File: src/rtl/pc_fetch_unit.sv
// -----------------------------------------------------------------------------
// pc_fetch_unit
//   Program-counter and instruction-fetch front end. It issues one request at
//   a time to instruction memory, captures the returned word and presents it
//   to decode with its address. Taken-branch redirects may arrive at any time.
//   A redirect that lands while a request is outstanding leaves that request
//   in flight and marks its response as stale, so the memory handshake is
//   never broken.
//
// Ports
//   clk, rst_n    : clock, asynchronous active-low reset
//   next_pc       : redirect target; bits [1:0] are ignored
//   redirect      : load next_pc as the new fetch address
//   imem_addr     : memory request address (held until ack)
//   imem_req      : memory request strobe
//   imem_ack      : memory response strobe, imem_rdata valid with it
//   imem_rdata    : returned instruction word
//   instr         : fetched instruction for decode
//   instr_pc      : address of instr
//   pc_plus4      : instr_pc + 4 (wraps modulo 2^32)
//   instr_valid   : instr / instr_pc valid
//   instr_ready   : decode accepts the instruction
// -----------------------------------------------------------------------------
module pc_fetch_unit #(
    parameter logic [31:0] RESET_PC = 32'h0000_0000
) (
    input  logic        clk,
    input  logic        rst_n,
    input  logic [31:0] next_pc,
    input  logic        redirect,
    output logic [31:0] imem_addr,
    output logic        imem_req,
    input  logic        imem_ack,
    input  logic [31:0] imem_rdata,
    output logic [31:0] instr,
    output logic [31:0] instr_pc,
    output logic [31:0] pc_plus4,
    output logic        instr_valid,
    input  logic        instr_ready
);

    localparam int unsigned XLEN = 32;
    localparam logic [XLEN-1:0] WORD_BYTES = XLEN'(4);
    localparam logic [XLEN-1:0] ALIGN_MASK = XLEN'(32'hFFFF_FFFC);

    typedef enum logic [1:0] {
        ST_IDLE  = 2'd0,
        ST_FETCH = 2'd1,
        ST_DRAIN = 2'd2,
        ST_HOLD  = 2'd3
    } state_e;

    state_e          state_q, state_d;
    logic [XLEN-1:0] pc_q, pc_d;
    logic [XLEN-1:0] req_addr_q, req_addr_d;
    logic [XLEN-1:0] instr_q, instr_d;
    logic [XLEN-1:0] instr_pc_q, instr_pc_d;
    logic [XLEN-1:0] pc_plus4_q, pc_plus4_d;
    logic            instr_valid_q, instr_valid_d;
    logic            imem_req_q, imem_req_d;

    logic [XLEN-1:0] target;
    logic            handshake;

    // Redirect targets are always word aligned.
    assign target    = next_pc & ALIGN_MASK;
    assign handshake = instr_valid_q && instr_ready;

    // State register.
    always_ff @(posedge clk or negedge rst_n) begin
        if (!rst_n) begin
            state_q       <= ST_IDLE;
            pc_q          <= RESET_PC;
            req_addr_q    <= RESET_PC;
            instr_q       <= '0;
            instr_pc_q    <= '0;
            pc_plus4_q    <= WORD_BYTES;
            instr_valid_q <= 1'b0;
            imem_req_q    <= 1'b0;
        end else begin
            state_q       <= state_d;
            pc_q          <= pc_d;
            req_addr_q    <= req_addr_d;
            instr_q       <= instr_d;
            instr_pc_q    <= instr_pc_d;
            pc_plus4_q    <= pc_plus4_d;
            instr_valid_q <= instr_valid_d;
            imem_req_q    <= imem_req_d;
        end
    end

    // Next-state and register updates.
    always_comb begin
        state_d       = state_q;
        pc_d          = pc_q;
        req_addr_d    = req_addr_q;
        instr_d       = instr_q;
        instr_pc_d    = instr_pc_q;
        instr_valid_d = instr_valid_q;

        unique case (state_q)
            ST_IDLE: begin
                state_d = ST_FETCH;
                if (redirect) begin
                    pc_d       = target;
                    req_addr_d = target;
                end else begin
                    req_addr_d = pc_q;
                end
            end

            ST_FETCH: begin
                if (redirect && imem_ack) begin
                    // Response belongs to the old path: drop it, reissue.
                    pc_d       = target;
                    req_addr_d = target;
                end else if (redirect) begin
                    // Request must complete before the new one can go out.
                    pc_d    = target;
                    state_d = ST_DRAIN;
                end else if (imem_ack) begin
                    instr_d       = imem_rdata;
                    instr_pc_d    = req_addr_q;
                    instr_valid_d = 1'b1;
                    pc_d          = req_addr_q + WORD_BYTES;
                    state_d       = ST_HOLD;
                end
            end

            ST_DRAIN: begin
                // Stale request in flight; latest redirect wins.
                if (redirect) begin
                    pc_d = target;
                end
                if (imem_ack) begin
                    req_addr_d = redirect ? target : pc_q;
                    state_d    = ST_FETCH;
                end
            end

            ST_HOLD: begin
                if (redirect) begin
                    instr_valid_d = 1'b0;
                    pc_d          = target;
                    req_addr_d    = target;
                    state_d       = ST_FETCH;
                end else if (handshake) begin
                    instr_valid_d = 1'b0;
                    req_addr_d    = pc_q;
                    state_d       = ST_FETCH;
                end
            end

            default: begin
                state_d = ST_IDLE;
            end
        endcase

        // Registered copies of the derived outputs track the next state.
        imem_req_d = (state_d == ST_FETCH) || (state_d == ST_DRAIN);
        pc_plus4_d = instr_pc_d + WORD_BYTES;
    end

    assign imem_addr   = req_addr_q;
    assign imem_req    = imem_req_q;
    assign instr       = instr_q;
    assign instr_pc    = instr_pc_q;
    assign pc_plus4    = pc_plus4_q;
    assign instr_valid = instr_valid_q;

endmodule

File: config.mk
export PLATFORM = sky130hd
export DESIGN_NAME = pc_fetch_unit
export DESIGN_NICKNAME = d
export VERILOG_FILES = /design/src/rtl/pc_fetch_unit.sv
export SDC_FILE = /design/constraint.sdc
export NUM_CORES = 1
export LEC_CHECK = 0
export ABC_AREA = 0
export CAP_MARGIN = 25
export CORE_UTILIZATION = 40
export DETAILED_ROUTE_END_ITERATION = 10
export MAX_ROUTING_LAYER = met4
export PLACE_DENSITY = 0.82
export SLEW_MARGIN = 20
export SYNTH_ARGS = -nofsm -noshare
export SYNTH_HDL_FRONTEND = slang
export SYNTH_SLANG_ARGS = --single-unit
File: constraint.sdc
create_clock -name clk -period 2.7 [get_ports clk]
set_input_delay 0.81 -clock clk [delete_from_list [all_inputs] [get_ports clk]]
set_output_delay 0.81 -clock clk [all_outputs]
set_load 0.01 [all_outputs]
# After elaboration in Yosys (flattened, before gate mapping)
# Cells that the tools add are included.
classes:
  n_bitwise: 2
  reduce_logical: 9
  muxes: 27
  n_addsub: 2
  n_eq_ne: 12
op_table:
  columns: ["op", "count"]
  rows:
  - ["$mux W32", 12]
  - ["$pmux W32 S4", 1]
  - ["$add A32 B3 Y32 const B", 2]
  - ["$pmux W32 S2", 1]
  - ["$mux W2", 6]
  - ["$ne A2 B2 Y1 const B", 5]
  - ["$pmux W2 S4", 1]
  - ["$eq A2 B2 Y1 const B", 3]
  - ["$mux W1", 5]
  - ["$reduce_and A5 Y1", 1]
  - ["$eq A2 B1 Y1 const B", 2]
  - ["$ne A4 B4 Y1 const B", 1]
  - ["$reduce_and A4 Y1", 1]
  - ["$ne A3 B3 Y1 const B", 1]
  - ["$reduce_and A3 Y1", 1]
  - ["$reduce_or A3 Y1", 1]
  - ["$logic_and A1 B1 Y1", 2]
  - ["$logic_not A2 Y1", 1]
  - ["$not A1 Y1", 2]
  - ["$pmux W1 S2", 1]
  - ["$reduce_bool A2 Y1", 1]
  - ["$logic_or A1 B1 Y1", 1]
word_totals:
  inputBits: 69
  word_cells: 60
  regBits: 164

# Longest topological paths before layout
# Gate-level depths: netlist of run 1.
logic_depth:
  word_depth: 6
  depth_mapped: 15

# Least setup slack after synthesis of run 1
# Ideal clock, no wire load.
synth_timing:
  kind: "input-to-reg"
  from: "in redirect"
  to: "reg pc_plus4_q[22], in the netlist pc_plus4[22]"
  stages: 15
  path_buffers: 6
  arrival_time_ps: 3191
  setup_ps: 79
  setup_slack_ps: -570
  t_required_ps: 2621
  path_cell_list: "buf_2 -> and4bb_4 -> buf_8 -> buf_4 -> buf_2 -> buf_2 -> nand2_1 -> nand2_1 -> ha_1 -> nand3_1 -> nor4_1 -> a21oi_1 -> buf_6 -> nor4_2 -> xor2_1"
synth_between:
  elab_chain_len: 4
  word_cells_on_any_way: 5
synth_lines:
  columns: ["item", "line", "source"]
  rows:
  - ["from (decl)", "30", "input logic redirect,"]
  - ["$mux W32 / $logic_and A1 B1 Y1 (equally long branches)", "117, 113", null]
  - ["$mux W32 (*)", "113", "if (redirect && imem_ack) begin"]
  - ["$mux W32 (*)", "101", "unique case (state_q)"]
  - ["via instr_pc_d[3]", "57", "logic [XLEN-1:0] instr_pc_q, instr_pc_d;"]
  - ["$add A32 B3 Y32 (*)", "161", "pc_plus4_d = instr_pc_d + WORD_BYTES;"]
  - ["via pc_plus4_d[22]", "58", "logic [XLEN-1:0] pc_plus4_q, pc_plus4_d;"]
  - ["to (signal assigned)", "86", "pc_plus4_q <= pc_plus4_d;"]
  - ["to (decl)", "58", null]
# Mark *: on every way through the listed nets, which the timed path passes. The rest lies on a longest branch.
# A chain may end at the register's enable or synchronous reset.

# Worst setup path after layout of run 1
layout_timing:
  from: "reg req_addr_q[23], in the netlist imem_addr[23]"
  to: "out imem_addr[23]"
layout_lines:
  columns: ["item", "line", "source"]
  rows:
  - ["from (decl)", "55", "logic [XLEN-1:0] req_addr_q, req_addr_d;"]
  - ["from (signal assigned)", "83", "req_addr_q <= req_addr_d;"]
  - ["to (decl)", "31", "output logic [31:0] imem_addr,"]
# No word-level cell between the ends.

==> results of run 1 <==
## registers in the layout (all words and copies together), names as in the netlist
signal       flops
instr_pc        30
pc_plus4        32
state_q          2
imem_req         1
instr           32
pc_q            32
imem_addr       32
instr_valid      1
## area by class of cell
| type | count | area (um^2) | area share [%] |
|---|---|---|---|
| Inverter | 14 | 52.55 | 0.4806 |
| Sequential cell | 162 | 4055 | 37.09 |
| Multi-Input combinational cell | 593 | 3461 | 31.65 |
| Tap cell | 260 | 325.3 | 2.975 |
| Timing Repair Buffer | 246 | 2431 | 22.23 |
| Clock inverter | 12 | 165.2 | 1.510 |
| Clock buffer | 18 | 439.2 | 4.016 |
| Antenna cell | 2 | 5.005 | 0.04577 |
## cell families after synthesis
kind of cell             Yosys count
AO/OA/AOI/OAI                    123
XOR/XNOR                          52
adder cells (fa/ha/maj)            2
buffers and inverters             70
flip-flops                       162
multiplexers                      43
AND/OR/NAND/NOR                  373
## stage by stage
stage	setup slack, ns	utilization, %
5_1_grt	0.1858	57.87
6_report	0.2236	57.87
4_1_cts	0.01245	57.64
2_1_floorplan	-0.4396	-
3_5_place_dp	-0.5154	54.35
3_3_place_gp	-0.4806	54.35
## final timing paths
kind / from / to / cells after the start
max: imem_addr[23] / imem_addr[23] / 1
max in group asynchronous: rst_n / imem_addr[31] / 2
min reg2reg: instr[10] / instr[10] / 2
min in group clk: instr[10] / instr[10] / 2
min: rst_n / instr[15] / 1
max reg2reg: state_q[0] / pc_plus4[20] / 11
## cells in the mapped netlist, drive strengths merged (2+ instances only)
library cell  count
nand2           256
dfrtp           161
o21ai            70
mux2i            42
buf              39
xor2             29
nand3            28
a21oi            23
xnor2            23
clkbuf           17
and3             15
nand4            15
inv              14
nor2             14
nor4             11
a22oi             8
and4              8
nor3              8
and2              7
a211oi            3
o221ai            3
a21o              2
a22o              2
ha                2
nand2b            2
o22a              2
o32a              2
or2               2
## power by group through the flow
stage / clock, mW / sequential, mW / combinational (mW)
3_3_place_gp: 0 / 4.48 / 4.95
4_1_cts: 2.53 / 4.49 / 5.13
3_5_place_dp: 0 / 4.52 / 5.07
5_1_grt: 2.65 / 4.65 / 5.52
6_report: 2.51 / 4.53 / 5.12
2_1_floorplan: 0 / 4.58 / 2.08
## per-layer routing
| metal | track usage, % | part of all wire [%] | up-vias |
|---|---|---|---|
| li1 | - | - | 3211 |
| met1 | 31.46 | 43 | 3355 |
| met2 | 36.35 | 48 | 284 |
| met3 | 5.299 | 6.4 | 46 |
| met4 | 9.168 | 2.9 | 0 |
| met5 | - | 0 | - |
## timing repair
action                     CTS  global route
resized for setup            2             8
pin swaps                    1             5
setup endpoints to repair    7            15
==> results.toml, run 1 <==
[outcome]
status = "finished clean"

[route]
avgViaCountPerCell = 5.276
num_vias = 6896
wirelength_mm = 22.81
drtAntennaViolNets = 0
wire_per_inst_um = 17.45
first_pass_iters = 5
drc = 0
drtIter0Drc = 548

[worst_setup_path]
critPathSlowestCell = "clkdlybuf4s50_1"
r2r_slack_ns = 0.33
crit_path_max_incr_delay_ns = 0.62
crit_chain = "clkdlybuf4s50_1"
cpLargestDelayFamily = "buffers and inverters"
critical_path_required_ns = 1.89
crit_buf_inv = 1
cp_max_fo = 11
critPathKind = "register to output port"
critPathCaptureType = "output port"
startpoint_type = "register"
arrival_ns = 1.67

[power]
switchingPower_mw = 4.480
irDropWorstVdd_uv = 534.9
p_sw_share_pct = 36.86
leakage_nw = 4.893
power.density_nw_per_um2 = 1112
clock_power_share_pct = 20.6
power_frac_comb_pct = 42.1
p_total_mw = 12.15
p_seq_share_pct = 37.2
intPower_mw = 7.674

[floorplan]
die_w_um = 141.6
rows = 50
io_pins = 199
die_area_um2 = 20040
die-height_um = 141.6
start_util_pct = 41.25
coreArea_um2 = 18890

[sta]
hold_viol_final = 0
maxSlewViolCount = 0
worst_slew_pin_slew_ns = 0.6517
relSlewSlack_pct = 56.15
clock.fmax_ghz = 0.4038
fin_setup_tns_ns = 0
post-route-period-util_pct = 91.72
clock_skew_ns = 0.008833
timing.hold.ws_ns = 0.3547
rsz0062_at_grt = "no"
setup_viol = 0
fin_crit_ns = 2.476

[clock_network]
cts_max_level = 4
clock_latency_ns = 0.43
path_clk_slew_ns = 0.06
cts_hold_buf = 0
cts_num_sinks = 162
cts_tree = "done"
post-cts-setup-buffers = 0
cts_buffers = 17
cts_buffer_depth = 2
root_buffer = "clkbuf_16"

[yosys]
synthFlopType = "dfrtp_1"
synth-seq-area-share_pct = 52.04
synth_top_family_by_area = "simple AND/OR/NAND/NOR gates"
synth_fa_ha_area_share_pct = 0.3211
synth-async-reset-ratio_pct = 100.0
synth_cells = 825
yosysTopAreaCell = "dfrtp_1"
syn_area_per_cell_um2 = 9.445
synthMuxAreaShare_pct = 5.539
ys_warn_count = 0
ys_top_cells_by_area = "dfrtp_1 (52%), nand2_1 (12%), mux2i_1 (5.4%)"
yosysTopAreaCellShare_pct = 51.70
syn_area_um2 = 7792
yosys.area_share.simple_pct = 22.30
synth_edf_count = 0
ys_types = 58
synth_nets = 896
synth-compound-area-share_pct = 9.249
ys_ff_latch = 162
synth_xor_xnor_area_share_pct = 5.845

[cells_and_area]
final_area_um2 = 10930
drive_gt1_share_pct = 10.43
nFillCells = 1569
nNetsFinal = 1105
mostFrequentLayoutCell = "nand2_1"
final_cell_mix = "nand2_1 (254), clkdlybuf4s50_1 (193), dfrtp_1 (161)"
final_cells = 1307
syn2layout_area_growth_pct = 40.32

[global_route]
grt_pass1_wl_mm = 36.16
grt_pass1_vias = 6710
grt_overflow = 0
antenna_found_initial = 2
grtUsageTotal_pct = 24.00
grt_max_degree = 61

[placed_design]
placed_cell_area_um2 = 10270
numPortBuffers = 196
gp_congestion = 0.8699
post-dp-hpwl_mm = 15.96
dp_cells = 1275

[flow_run]
max_cap_violations = 0

[worst_hold_path]
hold_path_class = "input port to asynchronous set/reset pin"
No activity file was read; power rests on OpenSTA's default activity.
==> run 2, diff against run 1 <==
--- a/config.mk
+++ b/config.mk
@@ -7,11 +7,11 @@
 export LEC_CHECK = 0
 export ABC_AREA = 0
 export CAP_MARGIN = 25
-export CORE_UTILIZATION = 40
+export CORE_UTILIZATION = 41
 export DETAILED_ROUTE_END_ITERATION = 10
 export MAX_ROUTING_LAYER = met4
-export PLACE_DENSITY = 0.82
-export SLEW_MARGIN = 20
+export PLACE_DENSITY = 0.83
+export SLEW_MARGIN = 40
 export SYNTH_ARGS = -nofsm -noshare
 export SYNTH_HDL_FRONTEND = slang
 export SYNTH_SLANG_ARGS = --single-unit
==> run 2 against run 1 <==
Clock skew fell by 0.00054 ns. Register-to-register slack improved by 0.06 ns. Clock power is 4% higher. Critical path depth did not move.
==> results.toml, run 2 (synthesis gave the netlist of run 1 again) <==
[sta]
setup_viol = 0
maxSlewViolCount = 0
rsz0062_at_grt = "no"
clock.fmax_ghz = 0.4038
worst_slew_pin_slew_ns = 0.8768
relSlewSlack_pct = 41.01
fin_setup_tns_ns = 0
hold_viol_final = 0
post-route-period-util_pct = 91.73
fin_crit_ns = 2.477
timing.hold.ws_ns = 0.3289
clock_skew_ns = 0.008288

[cells_and_area]
mostFrequentLayoutCell = "nand2_1"
syn2layout_area_growth_pct = 40.43
drive_gt1_share_pct = 10.60
nNetsFinal = 1106
final_cell_mix = "nand2_1 (255), clkdlybuf4s50_1 (193), dfrtp_1 (161)"

[clock_network]
clock_latency_ns = 0.43
cts_num_sinks = 162
cts_tree = "done"
cts_hold_buf = 0
cts_max_level = 4
cts_buffer_depth = 2
root_buffer = "clkbuf_16"
cts_buffers = 17
path_clk_slew_ns = 0.06

[worst_setup_path]
critPathCaptureType = "output port"
crit_path_max_incr_delay_ns = 0.64
r2r-end = "pc_plus4[12]"
cp_max_fo = 10
critPathSlowestCell = "clkdlybuf4s50_1"
cpLargestDelayFamily = "buffers and inverters"
crit_chain = "clkdlybuf4s50_1"
r2r_slack_ns = 0.39
r2r-start = "state_q[0]"
arrival_ns = 1.67
critical_path_required_ns = 1.89
startpoint_type = "register"
worstRegToRegCells = 10
critPathKind = "register to output port"
crit_start = "imem_addr[4]"
crit_buf_inv = 1

[global_route]
grtUsageTotal_pct = 24.22
grt_pass1_vias = 6809
met2_usage_pct = 36.84
grt_pass1_wl_mm = 35.71
met1_usage_pct = 30.88
grt_overflow = 0
top_usage_layer = "met2"
grt.met3_usage_pct = 6.022
grt_max_degree = 61
antenna_found_initial = 4

[route]
drc = 0
avgViaCountPerCell = 5.400
num_vias = 6939
drtIter0Drc = 701
wire_per_inst_um = 17.48
wirelength_mm = 22.47
first_pass_iters = 5
drtAntennaViolNets = 0

[floorplan]
die-height_um = 139.9
die_area_um2 = 19560
coreArea_um2 = 18640
die_w_um = 139.9
io_pins = 199
start_util_pct = 41.80
rows = 50

[power]
irDropWorstVdd_uv = 551.4
leakage_nw = 4.906
power.density_nw_per_um2 = 1119

[placed_design]
gp_congestion = 0.8811
numPortBuffers = 196
post-dp-hpwl_mm = 15.65

[outcome]
status = "finished clean"

[flow_run]
max_cap_violations = 0

[worst_hold_path]
hold_path_class = "input port to asynchronous set/reset pin"
run 2: worst max path at each step:
stage	slack [ns]	cells past startpoint	to
6_report	0.22	1	imem_addr[4]
4_1_cts	0.006	8	pc_plus4[20]
5_1_grt	0.16	1	imem_addr[4]
3_3_place_gp	-0.46	12	pc_plus4[28]
2_1_floorplan	-0.44	15	pc_plus4[28]
3_5_place_dp	-0.57	12	pc_plus4[20]
run 2: repair_timing:
item	CTS	global route
setup buffers	0	1
endpoints found under the setup margin	6	13
pin swaps	0	2
cloned	0	0
gates resized for setup	5	12
run 2: per-layer routing:
layer	vias up	routed length [um]
met5	-	0
met4	0	664
met3	59	1724
met2	335	10640
met1	3330	9434
li1	3215	-
run 2: through the flow:
step                      power (mW)  setup WS, ns  instances  utilization (%)  cell area [um^2]
after floorplan                6.662       -0.4396        825                -              7865
after global placement         9.394       -0.4618       1249            54.76             10210
after detailed placement       9.538       -0.5719       1249            54.76             10210
after CTS                      12.22      0.006388       1280            58.33             10870
after global routing           12.89        0.1646       1285            58.70             10940
final                          12.24        0.2233       1285            58.70             10940
run 2: final cells by class:
| type | count | area, um^2 |
|---|---|---|
| Fill cell | 1470 | 7700 |
| Inverter | 14 | 52.55 |
| Clock inverter | 11 | 185.2 |
| Timing Repair Buffer | 247 | 2425 |
| Multi-Input combinational cell | 593 | 3476 |
| Sequential cell | 162 | 4055 |
| Clock buffer | 20 | 446.7 |
| Antenna cell | 4 | 10.01 |
| Tap cell | 234 | 292.8 |
run 2: power breakdown:
group / internal (mW) / switching (mW)
sequential: 3.45 / 1.05
combinational: 2.69 / 2.44
clock: 1.65 / 0.954
==> run 3, diff against run 2 <==
--- a/config.mk
+++ b/config.mk
@@ -7,8 +7,10 @@
 export LEC_CHECK = 0
 export ABC_AREA = 0
 export CAP_MARGIN = 25
+export CORE_MARGIN = 8
 export CORE_UTILIZATION = 41
 export DETAILED_ROUTE_END_ITERATION = 10
+export GPL_ROUTABILITY_DRIVEN = 0
 export MAX_ROUTING_LAYER = met4
 export PLACE_DENSITY = 0.83
 export SLEW_MARGIN = 40
==> run 3 against run 2 <==
First-iteration DRC count fell by 2.0%. Cell count fell by 0.23%. Largest power group unchanged. Maximum frequency fell by 0.95%. Via count fell by 2.1%. Non-clock buffer count fell by 4. Global-route usage fell by 4.2 points. Critical path depth did not move. Combinational power barely moved. Sequential cell count did not move. Largest cell class unchanged. Clock-buffer cell count rose by 1.
==> results.toml, run 3 (synthesis gave the netlist of run 1 again) <==
[outcome]
status = "finished clean"

[route]
wirelength_mm = 23.25
avgViaCountPerCell = 5.297
drc = 0
drtIter0Drc = 687
drtAntennaViolNets = 0
first_pass_iters = 5
num_vias = 6791
wire_per_inst_um = 18.14

[worst_setup_path]
critPathCaptureType = "output port"
critical_path_required_ns = 1.89
startpoint_type = "register"
critPathKind = "register to output port"
crit_buf_inv = 1
cpLargestDelayFamily = "buffers and inverters"
cp_max_fo = 11
critPathSlowestCell = "clkdlybuf4s50_1"
crit_path_max_incr_delay_ns = 0.64
arrival_ns = 1.69
crit_chain = "clkdlybuf4s50_1"

[clock_network]
cts_buffers = 17
cts_buffer_depth = 2
cts_num_sinks = 162
cts_max_level = 4
clock_latency_ns = 0.43
post-cts-setup-buffers = 0
root_buffer = "clkbuf_16"
cts_tree = "done"
path_clk_slew_ns = 0.06

[global_route]
antenna_found_initial = 5
grt_pass1_vias = 6761
grtUsageTotal_pct = 19.97
grt_pass1_wl_mm = 36.54
grt_overflow = 0
grt_max_degree = 62

[floorplan]
coreArea_um2 = 18710
die-height_um = 153.9
io_pins = 199
start_util_pct = 41.66
rows = 50
die_area_um2 = 23670
die_w_um = 153.9

[sta]
worst_slack_ns = 0.1994
worst_slew_pin_slew_ns = 0.6638
fin_setup_tns_ns = 0
post-route-period-util_pct = 92.61
hold_viol_final = 0
timing.hold.ws_ns = 0.3187
maxSlewViolCount = 0
rsz0062_at_grt = "no"
setup_viol = 0
clock.fmax_ghz = 0.3999
fin_crit_ns = 2.501
clock_skew_ns = 0.009574
relSlewSlack_pct = 55.34

[cells_and_area]
final_cell_mix = "nand2_1 (253), clkdlybuf4s50_1 (193), dfrtp_1 (161)"
syn2layout_area_growth_pct = 39.76
final_cells = 1282
nFillCells = 1471
drive_gt1_share_pct = 10.35
nNetsFinal = 1102
mostFrequentLayoutCell = "nand2_1"

[power]
irDropWorstVdd_uv = 490.6
leakage_nw = 4.864
p_total_mw = 12.14
power.density_nw_per_um2 = 1115

[flow_run]
max_cap_violations = 0

[placed_design]
pre_cts_ws_ns = -0.5222
numPortBuffers = 196
post-dp-hpwl_mm = 16.77
dp_cells = 1245

[worst_hold_path]
hold_path_class = "input port to asynchronous set/reset pin"
==> run 3: cell types whose count changed in the layout (fill, tap and decap cells not counted), sizes merged <==
cell      change
diode         +1
buf           -5
clkinv        -1
bufinv        -1
clkbuf        +2
clkinvlp      +1
==> run 3: layer usage <==
| metal | wire length (um) | global-route usage [%] | share of wire (%) | vias to the layer above |
|---|---|---|---|---|
| met5 | 0 | - | 0 | - |
| met4 | 713 | 8.446 | 3.1 | 0 |
| met3 | 1644 | 5.017 | 7.1 | 49 |
| met2 | 11190 | 31.37 | 48 | 238 |
| met1 | 9704 | 24.22 | 42 | 3298 |
| li1 | - | - | - | 3206 |
==> run 3: metrics by stage <==
stage,cell area [um^2],utilization (%)
finish,10890,58.22
global route,10890,58.22
CTS,10830,57.90
detailed placement,10180,54.43
global placement,10180,54.43
floorplan,7865,-
==> run 3: worst paths after layout <==
path / cells past startpoint / slack, ns / endpoint / start
worst max-delay path: 1 / 0.20 / imem_addr[19] / imem_addr[19]
worst min-delay path: 1 / 0.32 / instr[16] / rst_n
worst max register to register: 12 / 0.31 / pc_plus4[28] / state_q[1]
worst min register to register: 2 / 0.48 / instr[22] / instr[22]
max in group asynchronous: 2 / 1.64 / pc_plus4[2] / rst_n
min in group clk: 2 / 0.48 / instr[22] / instr[22]
==> run 3: worst register-to-register path, cell delays in order (launching register included) <==
cell	delay, ns
dfrtp_1	0.44
and4bb_4	0.39
nand2_1	0.06
and2_4	0.15
inv_2	0.07
ha_4	0.14
buf_4	0.11
nand3_1	0.08
nor2_2	0.17
a21oi_4	0.10
buf_12	0.16
nor4_4	0.27
xor2_1	0.17
==> run 3: cell type report <==
type,instances,area (um^2),area share (%)
clock buffer,21,460.4,4.228
multi-input combinational,593,3458,31.76
antenna,5,12.51,0.1149
timing repair buffer,243,2401,22.05
sequential,162,4055,37.24
tap,234,292.8,2.688
inverter,14,52.55,0.4825
clock inverter,10,157.7,1.448
==> run 3: repair_timing <==
action                     CTS  global route
setup endpoints to repair    7             9
pin swaps                    3             4
hold buffers                 0             0
resized for setup            6             6
gates cloned                 0             1
==> run 3: power by group <==
part / internal, mW / switching (mW)
Clock: 1.59 / 0.943
Combinational: 2.66 / 2.48
Sequential: 3.45 / 1.03
